File: config.mk
export PLATFORM = sky130hd
export DESIGN_NAME = duty_button_conditioner
export DESIGN_NICKNAME = d
export VERILOG_FILES = /design/src/rtl/duty_button_conditioner.sv
export SDC_FILE = /design/constraint.sdc
export NUM_CORES = 1
export LEC_CHECK = 0
export ABC_AREA = 0
export BUFFER_PORTS_ARGS = -buffer_cell sky130_fd_sc_hd__buf_2
export CORE_MARGIN = 2
export CORE_UTILIZATION = 50
export DETAILED_ROUTE_END_ITERATION = 12
export PLACE_DENSITY = 0.66
export REMOVE_ABC_BUFFERS = 1
export SYNTH_ARGS = -nofsm -noshare
export SYNTH_HDL_FRONTEND = slang
export SYNTH_SLANG_ARGS = --single-unit
File: constraint.sdc
create_clock -name clk -period 4.99 [get_ports clk]
set_clock_uncertainty 0.1 [all_clocks]
set_input_delay 0.499 -clock clk [delete_from_list [all_inputs] [get_ports clk]]
set_output_delay 0.499 -clock clk [all_outputs]
set_load 0.02 [all_outputs]
File: src/rtl/duty_button_conditioner.sv
// -----------------------------------------------------------------------------
// duty_button_conditioner
//
// Turns the two raw duty-adjust push-buttons into clean single-cycle command
// strobes for the PWM generator. Each channel (index 0 = inc, 1 = dec) has a
// two-flop synchroniser, a counter debouncer, a rising-edge detector and a
// small IDLE/HELD/REPEAT FSM that provides optional auto-repeat while the
// button is held. When both debounced levels are high together, both channels
// are frozen and muted, so the PWM generator never sees two strobes at once.
//
// Ports
//   clk            : system clock, all logic on its rising edge
//   rst_n          : asynchronous active-low reset
//   btn_inc        : raw asynchronous increase button, active-high
//   btn_dec        : raw asynchronous decrease button, active-high
//   increase_duty  : registered single-cycle increase strobe
//   decrease_duty  : registered single-cycle decrease strobe
//   inc_stable     : debounced level of btn_inc
//   dec_stable     : debounced level of btn_dec
//   dbg_inc_state  : current FSM state of the inc channel (0 IDLE, 1 HELD, 2 REPEAT)
//   dbg_dec_state  : current FSM state of the dec channel (same encoding)
// -----------------------------------------------------------------------------
module duty_button_conditioner #(
   parameter int DEBOUNCE_CYCLES = 4,
   parameter bit REPEAT_EN       = 1'b1,
   parameter int HOLD_CYCLES     = 32,
   parameter int REPEAT_CYCLES   = 16
) (
   input  logic       clk,
   input  logic       rst_n,
   input  logic       btn_inc,
   input  logic       btn_dec,
   output logic       increase_duty,
   output logic       decrease_duty,
   output logic       inc_stable,
   output logic       dec_stable,
   output logic [1:0] dbg_inc_state,
   output logic [1:0] dbg_dec_state
);

   localparam int DW   = $clog2(DEBOUNCE_CYCLES + 1);
   localparam int TMAX = (HOLD_CYCLES > REPEAT_CYCLES) ? HOLD_CYCLES : REPEAT_CYCLES;
   localparam int TW   = $clog2(TMAX + 1);

   // Terminal values are compared one early: the cycle in which the count
   // "would reach" its limit is the cycle that acts.
   localparam logic [DW-1:0] DB_LAST   = DW'(DEBOUNCE_CYCLES - 1);
   localparam logic [TW-1:0] HOLD_LAST = TW'(HOLD_CYCLES - 1);
   localparam logic [TW-1:0] REP_LAST  = TW'(REPEAT_CYCLES - 1);

   typedef enum logic [1:0] {
      IDLE   = 2'd0,
      HELD   = 2'd1,
      REPEAT = 2'd2
   } state_t;

   logic [1:0]    btn;
   logic [1:0]    s1;
   logic [1:0]    s2;
   logic [1:0]    stable;
   logic [1:0]    stable_d;
   logic [1:0]    rise;
   logic [1:0]    strobe;
   logic          both;
   logic [DW-1:0] db_cnt [2];
   logic [TW-1:0] timer  [2];
   state_t        state  [2];

   assign btn  = {btn_dec, btn_inc};
   assign rise = stable & ~stable_d;
   assign both = stable[0] & stable[1];

   // Synchroniser, debouncer and edge-detect delay.
   always_ff @(posedge clk or negedge rst_n) begin
      if (!rst_n) begin
         s1       <= '0;
         s2       <= '0;
         stable   <= '0;
         stable_d <= '0;
         for (int i = 0; i < 2; i++) begin
            db_cnt[i] <= '0;
         end
      end else begin
         s1       <= btn;
         s2       <= s1;
         stable_d <= stable;
         for (int i = 0; i < 2; i++) begin
            if (s2[i] == stable[i]) begin
               db_cnt[i] <= '0;
            end else if (db_cnt[i] == DB_LAST) begin
               stable[i] <= s2[i];
               db_cnt[i] <= '0;
            end else begin
               db_cnt[i] <= db_cnt[i] + DW'(1);
            end
         end
      end
   end

   // Per-channel press / hold / repeat FSM with registered strobes.
   always_ff @(posedge clk or negedge rst_n) begin
      if (!rst_n) begin
         strobe <= '0;
         for (int i = 0; i < 2; i++) begin
            state[i] <= IDLE;
            timer[i] <= '0;
         end
      end else begin
         for (int i = 0; i < 2; i++) begin
            strobe[i] <= 1'b0;
            if (!stable[i]) begin
               state[i] <= IDLE;
               timer[i] <= '0;
            end else if (both) begin
               // Simultaneous press: mute and freeze. A rise arriving now is
               // still consumed (IDLE -> HELD, silently) so the survivor of
               // the pair resumes hold timing instead of waiting forever.
               timer[i] <= '0;
               if (state[i] == IDLE && rise[i]) begin
                  state[i] <= HELD;
               end
            end else begin
               case (state[i])
                  IDLE: begin
                     if (rise[i]) begin
                        state[i]  <= HELD;
                        timer[i]  <= '0;
                        strobe[i] <= 1'b1;
                     end
                  end
                  HELD: begin
                     if (timer[i] == HOLD_LAST) begin
                        timer[i] <= '0;
                        if (REPEAT_EN) begin
                           state[i]  <= REPEAT;
                           strobe[i] <= 1'b1;
                        end
                     end else begin
                        timer[i] <= timer[i] + TW'(1);
                     end
                  end
                  REPEAT: begin
                     if (timer[i] == REP_LAST) begin
                        timer[i]  <= '0;
                        strobe[i] <= 1'b1;
                     end else begin
                        timer[i] <= timer[i] + TW'(1);
                     end
                  end
                  default: begin
                     state[i] <= IDLE;
                     timer[i] <= '0;
                  end
               endcase
            end
         end
      end
   end

   assign increase_duty = strobe[0];
   assign decrease_duty = strobe[1];
   assign inc_stable    = stable[0];
   assign dec_stable    = stable[1];
   assign dbg_inc_state = state[0];
   assign dbg_dec_state = state[1];

endmodule

==> run_results.csv <==
group,metric,value,unit
synth,async_reset_ff_share,100.0,%
placement,place.gp.congestion,0.8350,
synth,synth_most_common_cell,"dfrtp_1",
power,ir_worst_vdd,0.2676,mV
clocking,path_clk_slew,0.11,ns
synth,synth_top_family_by_area,"simple AND/OR/NAND/NOR gates",
floorplan,num_rows,21,
synth,synth_compound_area_share,13.69,%
layout,nNetsFinal,196,
layout,n_fill_cell,308,
critical_path,cp-start-kind,"flop",
timing,fin_setup_tns,0,ns
clocking,cts.sinks,32,
placement,port_buffers,11,
synth,synth_ff_type,"dfrtp_1",
timing,hold_slack,0.08580,ns
layout,diodes,0,
synth,syn_area_per_cell,10.40,µm²
grt,track_usage,18.40,%
power,internal_power,534.7,µW
grt,grt_max_degree,33,
layout,layout-drive-gt1-share,16.02,%
power,pwr-share-clk,22.8,%
power,p_per_area,453.2,nW/µm²
power,p_comb_share,33.7,%
layout,area_growth_syn_to_layout,9.798,%
route,wl,3157,µm
route,wl_per_cell,13.91,µm
power,power_frac_seq,43.5,%
clocking,cts_buffers,5,
clocking,ctsResizeCount,0,
power,p_leak,0.0008952,µW
timing,rsz0062_at_grt,"false",
synth,synth_fa_ha_area_share,8.646,%
floorplan,die_x,62.94,µm
run_status,status,"finished clean",
synth,synth_edf_count,0,
run,drv_cap,0,
synth,yosysSeqAreaShare,46.11,%
synth,synth.area.top_cells,"dfrtp_1 (46%), ha_1 (8.6%), mux2_2 (3.2%), nor2b_1 (2.9%), nand2_1 (2.8%)",
critical_path,crit_slowest_cell,"dfrtp_1",
power,power_switching,329.4,µW
critical_path,worstSetupEndpointType,"output port",
synth,netlist_area,1737,µm²
timing,worstMarginPinSlew,0.6931,ns
clocking,post_cts_buffers,0,
floorplan,fp.dieArea,3961,µm²
grt,antenna_found_initial,0,
clocking,htreeDepth,2,
route,via_per_inst,5.797,
critical_path,critical_path_class,"flop to output port",
timing,fin_crit_sh,37.50,%
route,route.detailed.drc,0,
route,drtIter0Drc,73,
timing,setup_viol,0,
route,dr.pass1.iters,5,
grt,overflow,0,
synth,synth_simple_gate_area_share,22.77,%
clocking,clockRootBuffer,"clkbuf_4",
power,swShare,38.12,%
route,ant_nets,0,
timing,min_period,1.871,ns
floorplan,die_h,62.94,µm
timing,final_hold_viol_count,0,
critical_path,slowest_delay,0.68,ns
floorplan,ios,12,
grt,grt_pass1_wl,5692,µm
floorplan,core_area,3337,µm²
synth,synthMuxAreaShare,4.971,%
critical_path,crit_chain,"buf_2",
grt,grt_pass1_vias,1261,
critical_path,cp_num_buf_inv,1,
synth,synth_cell_type_count,41,
timing,slew_headroom,53.79,%
synth,yosysTopAreaCellShare,46.11,%
critical_path,cpLargestDelayFamily,"flip-flops",
timing,slew_violations,0,
clocking,cts_tree,"built",
floorplan,initial_utilization,52.04,%
synth,yosys.area.top_type,"dfrtp_1",
synth,netlist_top_cells_count,"dfrtp_1 (32), nand2_1 (13), ha_1 (12)",
synth,ys_warn_count,0,
critical_path,crit_fanout,16,
route,vias,1316,
placement,dpl.hpwl,2227,µm
synth,synth_xor_area_share,1.009,%
critical_path,cp.required,4.39,ns
synth,synth-seq-cells,32,
critical_path,crit_arrival,1.27,ns
clocking,hold_buffers,0,
clocking,worstSkewPairLatency,0.34,ns
clocking,clockBufferDepth,2,
worst_hold_path,hold_path.class,"input pin to async pin",
synth,synthCells,167,
timing,fmax,534.4,MHz
==> worst reg2reg max path: stages (launching register included) <==
cell,delay [ns]
dfrtp_1,0.45
inv_1,0.09
ha_1,0.28
nand2b_1,0.18
o221ai_2,0.25
nor3_2,0.10
mux2_2,0.27
==> power groups by stage <==
stage,combinational (µW),sequential (µW),clock (µW)
finish,291,376,197
global route,330,386,215
CTS,295,374,203
detailed placement,292,380,0
global placement,286,373,0
floorplan,197,387,0
==> state kept, by name, summed over array words and instances, names as in the netlist <==
| register | count |
|---|---|
| timer | 12 |
| stable_d | 2 |
| dbg_dec_state | 2 |
| db_cnt | 6 |
| s2 | 2 |
| strobe | 2 |
| stable | 2 |
| dbg_inc_state | 2 |
| s1 | 2 |
==> cell families (layout without fill, tap and decap cells) <==
family                     after synthesis  in the layout
xor gates and xnor gates                 2              2
adders and majority gates               12             12
DFF                                     32             32
buffers and inverters                   12             26
and+or+nand+nor                         68             68
AOI/OAI and AO/OA                       33             33
muxes                                    8              8
==> layout make-up <==
| cell class | instances | area [µm²] | share of cell area, % |
|---|---|---|---|
| Multi-Input combinational cell | 123 | 887.1 | 46.52 |
| Timing Repair Buffer | 11 | 55.05 | 2.887 |
| Clock inverter | 3 | 42.54 | 2.231 |
| Inverter | 7 | 26.28 | 1.378 |
| Clock buffer | 5 | 37.54 | 1.969 |
| Sequential cell | 32 | 800.8 | 41.99 |
| Tap cell | 46 | 57.56 | 3.018 |
==> metal layers <==
| metal | track usage [%] | vias to the layer above | share of wire [%] |
|---|---|---|---|
| met5 | 0 | - | 0 |
| met4 | 6.667 | 0 | 1.6 |
| met3 | 5.946 | 6 | 3.7 |
| met2 | 31.52 | 26 | 50 |
| met1 | 21.43 | 650 | 45 |
| li1 | - | 634 | - |
==> placed cells by master, fill, tap and decap left out, drive strengths merged, types with 2 or more instances in the layout <==
cell	n
clkbuf	5
or2	2
nand3	8
a211oi	3
nand2b	2
nand2	13
o31ai	3
nor2b	8
a22o	4
o21ai	10
mux2i	3
xnor2	2
nor4	3
inv	7
a21oi	5
nor2	7
nor3	9
nor3b	5
o221ai	2
and3	2
mux2	5
buf	11
dfrtp	32
and4b	4
ha	12
==> stage by stage <==
step | power [µW] | utilization, % | instances | instance area [µm²] | setup slack (ns)
after CTS | 872.4 | 57.14 | 227 | 1907 | 3.121
after global routing | 931.5 | 57.14 | 227 | 1907 | 3.017
after floorplan | 584.2 | - | 162 | 1714 | 3.188
final | 864.1 | 57.14 | 227 | 1907 | 3.119
after global placement | 658.8 | 54.74 | 219 | 1827 | 3.256
after detailed placement | 672.3 | 54.74 | 219 | 1827 | 3.171
==> final timing paths <==
check | start | end | slack [ns] | depth (start not counted)
max reg2reg | dbg_inc_state[0] | timer[6] | 3.17 | 6
max in group asynchronous | rst_n | dbg_dec_state[0] | 4.24 | 1
min | rst_n | strobe[0] | 0.09 | 1
min in group clk | btn_inc | s1[0] | 0.17 | 1
max | stable[1] | dec_stable | 3.12 | 1
min reg2reg | s1[0] | s2[0] | 0.26 | 0
(Power assumes the default switching activity.)
